--- config.mk ---
export PLATFORM = sky130hd
export DESIGN_NAME = seg7_scan_ctrl_flat
export DESIGN_NICKNAME = d
export VERILOG_FILES = /design/src/rtl/seg7_scan_ctrl_pkg.sv /design/src/rtl/seg7_scan_ctrl_if.sv /design/src/rtl/seg7_scan_ctrl_hex7seg.sv /design/src/rtl/seg7_scan_ctrl.sv /design/src/flat_wrapper.sv
export SDC_FILE = /design/constraint.sdc
export NUM_CORES = 1
export LEC_CHECK = 0
export CAP_MARGIN = 5
export CORE_MARGIN = 3
export CORE_UTILIZATION = 31
export DETAILED_ROUTE_END_ITERATION = 8
export SLEW_MARGIN = 20
export SYNTH_ARGS = -nofsm -noshare
export SYNTH_HDL_FRONTEND = slang
export SYNTH_HIERARCHICAL = 1
export SYNTH_SLANG_ARGS = --single-unit
--- constraint.sdc ---
create_clock -name clk -period 3.2 [get_ports clk]
set_clock_uncertainty 0.1 [all_clocks]
set_input_delay 0.64 -clock clk [delete_from_list [all_inputs] [get_ports clk]]
set_output_delay 0.64 -clock clk [all_outputs]
set_load 0.03 [all_outputs]
--- src/rtl/seg7_scan_ctrl_pkg.sv ---
// Shared constants and types for the 4-digit multiplexed 7-segment scan controller.
// Segment bit positions match the seg_n bus: 7=dp, 6=g ... 0=a.
package seg7_scan_ctrl_pkg;

  localparam int NUM_DIGITS = 4;

  localparam int SEG_A  = 0;
  localparam int SEG_B  = 1;
  localparam int SEG_C  = 2;
  localparam int SEG_D  = 3;
  localparam int SEG_E  = 4;
  localparam int SEG_F  = 5;
  localparam int SEG_G  = 6;
  localparam int SEG_DP = 7;

  localparam logic [NUM_DIGITS-1:0] ANODE_OFF = 4'hF;
  localparam logic [7:0]            SEG_OFF   = 8'hFF;

  // One complete display image: four hex nibbles plus their decimal points.
  typedef struct packed {
    logic [4*NUM_DIGITS-1:0] value;
    logic [NUM_DIGITS-1:0]   dp;
  } disp_data_t;

  // Builds an active-high segment byte from individual segment enables.
  function automatic logic [7:0] seg_pattern(input logic a, input logic b, input logic c,
                                             input logic d, input logic e, input logic f,
                                             input logic g);
    logic [7:0] p;
    p         = '0;
    p[SEG_A]  = a;
    p[SEG_B]  = b;
    p[SEG_C]  = c;
    p[SEG_D]  = d;
    p[SEG_E]  = e;
    p[SEG_F]  = f;
    p[SEG_G]  = g;
    p[SEG_DP] = 1'b0;
    return p;
  endfunction

endpackage

--- src/rtl/seg7_scan_ctrl_if.sv ---
// Data/handshake and display-side signals of the scan controller.
// master = the host driving writes, slave = the scan controller.
interface seg7_scan_ctrl_if;
  import seg7_scan_ctrl_pkg::*;

  logic                  wr_en;
  logic [15:0]           wr_data;
  logic [NUM_DIGITS-1:0] wr_dp;
  logic                  lz_en;
  logic                  upd_ack;
  logic                  pending;
  logic [NUM_DIGITS-1:0] an_n;
  logic [7:0]            seg_n;

  modport master (
    output wr_en, wr_data, wr_dp, lz_en,
    input  upd_ack, pending, an_n, seg_n
  );

  modport slave (
    input  wr_en, wr_data, wr_dp, lz_en,
    output upd_ack, pending, an_n, seg_n
  );

endinterface

--- src/rtl/seg7_scan_ctrl_hex7seg.sv ---
// Combinational hex-to-7-segment decoder (active-high segments, bit 7 always 0).
// One instance is shared by all digits of the scan controller.
module hex7seg
  import seg7_scan_ctrl_pkg::*;
(
  input  logic [3:0] value,
  output logic [7:0] code
);

  always_comb begin
    code = '0;
    case (value)
      //                     a     b     c     d     e     f     g
      4'h0: code = seg_pattern(1'b1, 1'b1, 1'b1, 1'b1, 1'b1, 1'b1, 1'b0);
      4'h1: code = seg_pattern(1'b0, 1'b1, 1'b1, 1'b0, 1'b0, 1'b0, 1'b0);
      4'h2: code = seg_pattern(1'b1, 1'b1, 1'b0, 1'b1, 1'b1, 1'b0, 1'b1);
      4'h3: code = seg_pattern(1'b1, 1'b1, 1'b1, 1'b1, 1'b0, 1'b0, 1'b1);
      4'h4: code = seg_pattern(1'b0, 1'b1, 1'b1, 1'b0, 1'b0, 1'b1, 1'b1);
      4'h5: code = seg_pattern(1'b1, 1'b0, 1'b1, 1'b1, 1'b0, 1'b1, 1'b1);
      4'h6: code = seg_pattern(1'b1, 1'b0, 1'b1, 1'b1, 1'b1, 1'b1, 1'b1);
      4'h7: code = seg_pattern(1'b1, 1'b1, 1'b1, 1'b0, 1'b0, 1'b0, 1'b0);
      4'h8: code = seg_pattern(1'b1, 1'b1, 1'b1, 1'b1, 1'b1, 1'b1, 1'b1);
      4'h9: code = seg_pattern(1'b1, 1'b1, 1'b1, 1'b1, 1'b0, 1'b1, 1'b1);
      4'hA: code = seg_pattern(1'b1, 1'b1, 1'b1, 1'b0, 1'b1, 1'b1, 1'b1);
      4'hB: code = seg_pattern(1'b0, 1'b0, 1'b1, 1'b1, 1'b1, 1'b1, 1'b1);
      4'hC: code = seg_pattern(1'b1, 1'b0, 1'b0, 1'b1, 1'b1, 1'b1, 1'b0);
      4'hD: code = seg_pattern(1'b0, 1'b1, 1'b1, 1'b1, 1'b1, 1'b0, 1'b1);
      4'hE: code = seg_pattern(1'b1, 1'b0, 1'b0, 1'b1, 1'b1, 1'b1, 1'b1);
      default: code = seg_pattern(1'b1, 1'b0, 1'b0, 1'b0, 1'b1, 1'b1, 1'b1);
    endcase
  end

endmodule

--- src/rtl/seg7_scan_ctrl.sv ---
// Time-multiplexed 4-digit common-anode 7-segment scan controller with a blank gap
// per slot, leading-zero blanking and tear-free data commit at frame boundaries.
module seg7_scan_ctrl
  import seg7_scan_ctrl_pkg::*;
#(
  parameter int CLK_DIV   = 50000,
  parameter int BLANK_CYC = 2
) (
  input  logic clk,
  input  logic rst,
  seg7_scan_ctrl_if.slave bus
);

  localparam logic [15:0] PRESC_LAST = 16'(CLK_DIV - 1);
  localparam logic [15:0] BLANK_LIM  = 16'(BLANK_CYC);

  logic [15:0]           presc_reg,     presc_next;
  logic [1:0]            digit_sel_reg, digit_sel_next;
  disp_data_t            shadow_reg,    shadow_next;
  disp_data_t            pend_reg,      pend_next;
  logic                  pending_reg,   pending_next;
  logic                  upd_ack_reg,   upd_ack_next;
  logic [NUM_DIGITS-1:0] an_n_reg,      an_n_next;
  logic [7:0]            seg_n_reg,     seg_n_next;

  logic                  slot_tick;
  logic                  frame_bnd;
  logic [3:0]            nibble;
  logic [7:0]            dec_code;
  logic [NUM_DIGITS-1:0] digit_blank;
  disp_data_t            wr_image;

  assign slot_tick = (presc_reg == PRESC_LAST);
  assign frame_bnd = slot_tick && (digit_sel_reg == 2'd3);
  assign wr_image  = '{value: bus.wr_data, dp: bus.wr_dp};

  // A digit is blank when it and every more-significant nibble are zero and
  // it carries no decimal point; the rightmost digit always shows.
  genvar gi;
  generate
    for (gi = 0; gi < NUM_DIGITS; gi++) begin : g_blank
      if (gi == 0) begin : g_lsd
        assign digit_blank[gi] = 1'b0;
      end else begin : g_upper
        assign digit_blank[gi] = bus.lz_en
                               && (shadow_reg.value[4*NUM_DIGITS-1:4*gi] == '0)
                               && !shadow_reg.dp[gi];
      end
    end
  endgenerate

  assign nibble = shadow_reg.value[{digit_sel_reg, 2'b00} +: 4];

  hex7seg u_hex7seg (
    .value (nibble),
    .code  (dec_code)
  );

  // Prescaler and digit scan.
  always_comb begin
    presc_next     = presc_reg + 16'd1;
    digit_sel_next = digit_sel_reg;
    if (slot_tick) begin
      presc_next     = '0;
      digit_sel_next = digit_sel_reg + 2'd1;
    end
  end

  // Write handshake: a write on the boundary cycle bypasses the pending stage.
  always_comb begin
    shadow_next  = shadow_reg;
    pend_next    = pend_reg;
    pending_next = pending_reg;
    upd_ack_next = 1'b0;
    if (frame_bnd) begin
      if (bus.wr_en) begin
        shadow_next  = wr_image;
        pending_next = 1'b0;
        upd_ack_next = 1'b1;
      end else if (pending_reg) begin
        shadow_next  = pend_reg;
        pending_next = 1'b0;
        upd_ack_next = 1'b1;
      end
    end else if (bus.wr_en) begin
      pend_next    = wr_image;
      pending_next = 1'b1;
    end
  end

  // Display outputs are computed from the current scan position and registered.
  always_comb begin
    an_n_next  = ANODE_OFF;
    seg_n_next = ~{shadow_reg.dp[digit_sel_reg], dec_code[SEG_G:SEG_A]};
    if ((presc_reg >= BLANK_LIM) && !digit_blank[digit_sel_reg]) begin
      an_n_next[digit_sel_reg] = 1'b0;
    end
  end

  always_ff @(posedge clk or posedge rst) begin
    if (rst) begin
      presc_reg     <= '0;
      digit_sel_reg <= '0;
      shadow_reg    <= '0;
      pend_reg      <= '0;
      pending_reg   <= 1'b0;
      upd_ack_reg   <= 1'b0;
      an_n_reg      <= ANODE_OFF;
      seg_n_reg     <= SEG_OFF;
    end else begin
      presc_reg     <= presc_next;
      digit_sel_reg <= digit_sel_next;
      shadow_reg    <= shadow_next;
      pend_reg      <= pend_next;
      pending_reg   <= pending_next;
      upd_ack_reg   <= upd_ack_next;
      an_n_reg      <= an_n_next;
      seg_n_reg     <= seg_n_next;
    end
  end

  assign bus.an_n    = an_n_reg;
  assign bus.seg_n   = seg_n_reg;
  assign bus.pending = pending_reg;
  assign bus.upd_ack = upd_ack_reg;

endmodule

--- src/flat_wrapper.sv ---
// flat-port wrapper written by rule: the top's interface ports become plain ports
module seg7_scan_ctrl_flat import seg7_scan_ctrl_pkg::*;
#(
  parameter int CLK_DIV   = 50000,
  parameter int BLANK_CYC = 2
)
  (clk, rst, bus_wr_en, bus_wr_data, bus_wr_dp, bus_lz_en, bus_upd_ack, bus_pending, bus_an_n, bus_seg_n);
  seg7_scan_ctrl_if bus_i ();
  input  logic clk;
  input  logic rst;
  input wire logic [$bits(bus_i.wr_en)-1:0] bus_wr_en;
  input wire logic [$bits(bus_i.wr_data)-1:0] bus_wr_data;
  input wire logic [$bits(bus_i.wr_dp)-1:0] bus_wr_dp;
  input wire logic [$bits(bus_i.lz_en)-1:0] bus_lz_en;
  output wire logic [$bits(bus_i.upd_ack)-1:0] bus_upd_ack;
  output wire logic [$bits(bus_i.pending)-1:0] bus_pending;
  output wire logic [$bits(bus_i.an_n)-1:0] bus_an_n;
  output wire logic [$bits(bus_i.seg_n)-1:0] bus_seg_n;
  assign bus_i.wr_en = bus_wr_en;
  assign bus_i.wr_data = bus_wr_data;
  assign bus_i.wr_dp = bus_wr_dp;
  assign bus_i.lz_en = bus_lz_en;
  assign bus_upd_ack = bus_i.upd_ack;
  assign bus_pending = bus_i.pending;
  assign bus_an_n = bus_i.an_n;
  assign bus_seg_n = bus_i.seg_n;
  seg7_scan_ctrl #(.CLK_DIV(CLK_DIV), .BLANK_CYC(BLANK_CYC)) u_core (.clk(clk), .rst(rst), .bus(bus_i));
endmodule
==> results of run 1 <==
[placed cells by master, fill, tap and decap left out, types with 5 or more instances in the layout]
cell type,instances
clkbuf_16,9
mux4_2,5
mux2_4,20
o21ai_0,35
mux2i_1,24
nor2_1,16
ha_1,13
o21ai_1,6
buf_4,6
nand2_1,7
nor3_1,5
xnor2_1,9
xor2_1,5
nor4_1,6
inv_1,19
nand4_1,5
nand3_1,8
dfrtp_1,60
dfstp_2,12
clkdlybuf4s50_1,37
[per-stage QoR]
step                      cells  hold WS [ns]
after floorplan             307         0.362
after global placement      475         0.393
after detailed placement    475         0.391
after CTS                   491         0.413
after global routing        491         0.425
final                       491         0.409
[worst reg2reg max path: stages (launching register included)]
cell and delay (ns):
dfrtp_1 0.43, or4_1 0.55, or4_4 0.52, nand2_4 0.35, mux2_4 0.35
[final timing paths]
kind                       slack, ns            startpoint  cells past startpoint             endpoint
min                             0.41   u_core/pend_reg[10]                      1  u_core/pend_reg[10]
max reg2reg                     0.79  u_core/presc_reg[12]                      4   u_core/pend_reg[7]
min in group asynchronous       0.61                   rst                      3   u_core/bus.upd_ack
max                             0.79  u_core/presc_reg[12]                      4   u_core/pend_reg[7]
min reg2reg                     0.41   u_core/pend_reg[10]                      1  u_core/pend_reg[10]
max in group asynchronous       2.04                   rst                      3  u_core/bus.seg_n[0]
[power groups by stage]
stage	Combinational [mW]	Sequential, mW	Clock [mW]
2_1_floorplan	0.126	1.00	0
3_3_place_gp	0.202	0.995	0
3_5_place_dp	0.207	0.995	0
4_1_cts	0.207	0.981	1.02
5_1_grt	0.223	0.987	1.06
6_report	0.204	0.981	0.993
[metal layers]
metal / wire length [um] / share of wire
met1: 3480 / 0.49
met2: 3250 / 0.45
met3: 317 / 0.044
met4: 110 / 0.015
met5: 0 / 0
[final cells by class]
| class | instances | area [sq um] | share of cell area |
|---|---|---|---|
| Sequential cell | 72 | 1820 | 0.409 |
| Multi-Input combinational cell | 196 | 1640 | 0.369 |
| Timing Repair Buffer | 44 | 435 | 0.0979 |
| Clock buffer | 11 | 243 | 0.0546 |
| Tap cell | 143 | 179 | 0.0402 |
| Inverter | 20 | 75.1 | 0.0169 |
| Clock inverter | 5 | 56.3 | 0.0127 |
==> results.sh, run 1 <==
export IMPL_rows=39
export IMPL_cts_tree="built"
export IMPL_dp_hpwl_um=5020
export IMPL_synthCells=307
export IMPL_initial_core_util=0.318
export IMPL_worst_slack_ns=0.788
export IMPL_cts_hold_buffers=0
export IMPL_use_met3=0.0275
export IMPL_cp_data_arrival_time_ns=2.52
export IMPL_cts_buffers=9
export IMPL_irDropWorstVdd_mv=0.293
export IMPL_drv_slew=0
export IMPL_die_x_um=115
export IMPL_combPwrFrac=0.094
export IMPL_final_util=0.388
export IMPL_pwr_share_seq=0.451
export IMPL_gp_congestion=0.807
export IMPL_syn2layout_area_growth_pct=21.8
export IMPL_wire_per_inst_um=14.6
export IMPL_maxCapViolCount=0
export IMPL_fill_cells=1090
export IMPL_met1_usage=0.163
export IMPL_layout_drive_gt1_share=0.195
export IMPL_grt_ovfl_total=0
export IMPL_p_int_mw=1.69
export IMPL_power_frac_clock=0.456
export IMPL_stdcell_area_sq_um=4450
export IMPL_swShare=0.223
export IMPL_vias=2354
export IMPL_insertion_delay_ns=0.33
export IMPL_p_leak_nw=1.97
export IMPL_die_h_um=115
export IMPL_max_slew_margin=0.602
export IMPL_crit_path_start_kind="register"
export IMPL_fin_nets=380
export IMPL_status="completed"
export IMPL_total_power_mw=2.18
export IMPL_synthesis_nets=344
export IMPL_endpoint_kind="register"
export IMPL_drtIter0Drc=97
export IMPL_grtUsageTotal=0.117
export IMPL_grt_busiest_layer="met2"
export IMPL_clock_root_buffer="clkbuf_16"
export IMPL_dieArea_sq_um=13100
export IMPL_cts_buffer_depth=2
export IMPL_first_global_vias=2440
export IMPL_crit_slowest_cell="or4_1"
export IMPL_yosysWarnings=6
export IMPL_hold_class="register to register"
export IMPL_cts_sinks=72
export IMPL_grt_pass1_wl_um=12100
export IMPL_pre_cts_ws_ns=0.704
export IMPL_crit_type="register to register"
export IMPL_grt_setup_unrepaired="false"
export IMPL_cts_setup_buffers=0
export IMPL_path_cells="or4_1 > or4_4 > nand2_4 > mux2_4"
export IMPL_ant_nets=0
export IMPL_critPathBufInv=0
export IMPL_setup_viol=0
export IMPL_tightestPinTransition_ns=0.596
export IMPL_port_buffer_count=37
export IMPL_cp_data_required_time_ns=3.31
export IMPL_fin_crit_ns=2.41
export IMPL_met2_usage=0.173
export IMPL_tns_ns=0
export IMPL_clk_pin_slew_ns=0.06
export IMPL_cts_resized=0
export IMPL_finalCritPeriodShare=0.754
export IMPL_crit_fanout=20
export IMPL_avgSynthCellArea_sq_um=11.9
export IMPL_diodes=0
export IMPL_syn_cell_area_sq_um=3650
export IMPL_power_switching_uw=485
export IMPL_drtPass1Iterations=4
export IMPL_vias_per_cell=4.79
export IMPL_ctsHtreeMaxLevel=3
export IMPL_max_stage_delay_ns=0.55
export IMPL_grt_max_degree=73
export IMPL_drc=0
export IMPL_pin_count=38
export IMPL_crit_family="simple AND/OR/NAND/NOR gates"
export IMPL_wirelength_um=7160
export IMPL_pwr_density_cell_nw_per_um2=490
export IMPL_max_freq_mhz=415
export IMPL_antenna_found_initial=0
export IMPL_hold_viol=0
export IMPL_core_area_sq_um=11500
export IMPL_placed_area_sq_um=4150
No activity file was read; power rests on OpenSTA's default activity.
==> run 2, diff against run 1 <==
Clock period 3.2 ns to 2.3 ns, I/O delays scaled along.
==> run 2 against run 1 <==
  * Via count increased by 2.4%
  * Global-route usage increased by 0.65 points
  * Critical path type unchanged
  * Largest cell class unchanged
  * Sequential share of layout area decreased by 1.5 points
  * Worst hold slack got worse by 0.0054 ns
  * Power increased by 36%
  * Count of clock-buffer cells in the layout increased by 4
  * Clock power increased by 29%
  * Sequential power increased by 40%
  * Non-clock buffer count increased by 16
  * Core utilization increased by 1.5 points
  * Critical path depth increased by 1
==> results.sh, run 2 (synthesis gave the netlist of run 1 again) <==
export IMPL_status="completed"
export IMPL_core_area_sq_um=11500
export IMPL_maxCapViolCount=0
export IMPL_tightestPinTransition_ns=0.544
export IMPL_cts_tree="built"
export IMPL_cts_buffers=9
export IMPL_drtPass1Iterations=4
export IMPL_ctsHtreeMaxLevel=3
export IMPL_finalCritPeriodShare=0.976
export IMPL_fin_nets=396
export IMPL_diodes=0
export IMPL_wirelength_um=7650
export IMPL_die_x_um=115
export IMPL_wire_per_inst_um=15.1
export IMPL_cts_sinks=72
export IMPL_gp_congestion=0.819
export IMPL_insertion_delay_ns=0.33
export IMPL_fill_cells=1094
export IMPL_final_util=0.403
export IMPL_clk_pin_slew_ns=0.05
export IMPL_drtIter0Drc=171
export IMPL_vias_per_cell=4.76
export IMPL_power_frac_clock=0.433
export IMPL_cts_setup_buffers=0
export IMPL_swShare=0.223
export IMPL_total_power_mw=2.95
export IMPL_layout_drive_gt1_share=0.231
export IMPL_vias=2411
export IMPL_fin_cells=507
export IMPL_pwr_density_cell_nw_per_um2=639
export IMPL_first_global_vias=2543
export IMPL_cp_data_arrival_time_ns=2.35
export IMPL_dp_cells=490
export IMPL_pin_count=38
export IMPL_worst_slack_ns=0.0561
export IMPL_layout_commonest_cell="dfrtp_1"
export IMPL_grt_pass1_wl_um=12800
export IMPL_antenna_found_initial=0
export IMPL_max_slew_margin=0.634
export IMPL_initial_core_util=0.318
export IMPL_grt_max_degree=25
export IMPL_crit_fanout=6
export IMPL_pre_cts_ws_ns=0.0496
export IMPL_syn2layout_area_growth_pct=26.6
export IMPL_cp_data_required_time_ns=2.41
export IMPL_crit_type="register to register"
export IMPL_hold_viol=0
export IMPL_fin_crit_ns=2.24
export IMPL_worst_hold_slack_ns=0.404
export IMPL_p_leak_nw=2.06
export IMPL_final_cell_mix="60 x dfrtp_1, 37 x clkdlybuf4s50_1, 34 x o21ai_0"
export IMPL_dp_hpwl_um=5370
export IMPL_port_buffer_count=37
export IMPL_combPwrFrac=0.104
export IMPL_setup_viol=0
export IMPL_power_switching_uw=658
export IMPL_endpoint_kind="register"
export IMPL_max_freq_mhz=446
export IMPL_drc=0
export IMPL_rows=39
export IMPL_irDropWorstVdd_mv=0.344
export IMPL_clock_root_buffer="clkbuf_16"
export IMPL_crit_path_start_kind="register"
export IMPL_dieArea_sq_um=13100
export IMPL_grt_ovfl_total=0
export IMPL_pwr_share_seq=0.462
export IMPL_die_h_um=115
export IMPL_hold_class="register to register"
export IMPL_ant_nets=0
export IMPL_grtUsageTotal=0.124
export IMPL_cts_buffer_depth=2
export IMPL_grt_setup_unrepaired="true"
export IMPL_p_int_mw=2.29
export IMPL_drv_slew=0
==> run 2: changes by cell type in the layout (fill, tap and decap cells not counted), sizes merged <==
cell / previous run / this run
buf: 7 / 22
bufinv: 1 / 0
clkbuf: 11 / 16
clkinv: 3 / 1
inv: 20 / 19
==> run 2: metal layers <==
layer / track usage / part of all wire
met1: 0.174 / 0.48
met2: 0.188 / 0.45
met3: 0.0312 / 0.048
met4: 0.0404 / 0.015
met5: 0 / 0
==> run 2: per-stage QoR <==
step                cell area [sq um]  TNS [ns]
floorplan                        3660         0
global placement                 4310         0
detailed placement               4310         0
CTS                              4590         0
global route                     4620   -0.0312
finish                           4620         0
==> run 2: final cells by class <==
| type | count | area (sq um) | share of cell area |
|---|---|---|---|
| clock buffer | 15 | 268 | 0.0579 |
| tap | 143 | 179 | 0.0387 |
| timing repair buffer | 60 | 627 | 0.136 |
| inverter | 20 | 78.8 | 0.0171 |
| clock inverter | 1 | 5.00 | 0.00108 |
| sequential | 72 | 1820 | 0.393 |
| multi-input combinational | 196 | 1650 | 0.357 |
==> run 2: worst max-delay path: stages, from the launching register on <==
cell       delay [ns]
dfrtp_1          0.38
or4_4            0.53
or4_4            0.52
nand2_4          0.13
clkbuf_16        0.17
mux2_4           0.30
==> run 2: final timing paths <==
kind	startpoint	cells past startpoint	slack, ns	end
max reg2reg	u_core/presc_reg[12]	5	0.06	u_core/pend_reg[9]
min reg2reg	u_core/pend_reg[4]	1	0.40	u_core/pend_reg[4]
min	u_core/pend_reg[4]	1	0.40	u_core/pend_reg[4]
max	u_core/presc_reg[12]	5	0.06	u_core/pend_reg[9]
min in group asynchronous	rst	2	0.41	u_core/pend_reg[13]
max in group asynchronous	rst	3	1.11	u_core/bus.seg_n[2]
==> run 2: what timing repair did <==
item,4_1_cts,5_1_grt
resized for setup,0,5
setup endpoints to repair,0,17
hold buffers,0,0
==> run 2: power groups by stage <==
stage	Combinational (mW)	Sequential [mW]	Clock, mW
2_1_floorplan	0.176	1.40	0
3_3_place_gp	0.301	1.38	0
3_5_place_dp	0.306	1.39	0
4_1_cts	0.308	1.37	1.31
5_1_grt	0.338	1.37	1.38
6_report	0.308	1.37	1.28
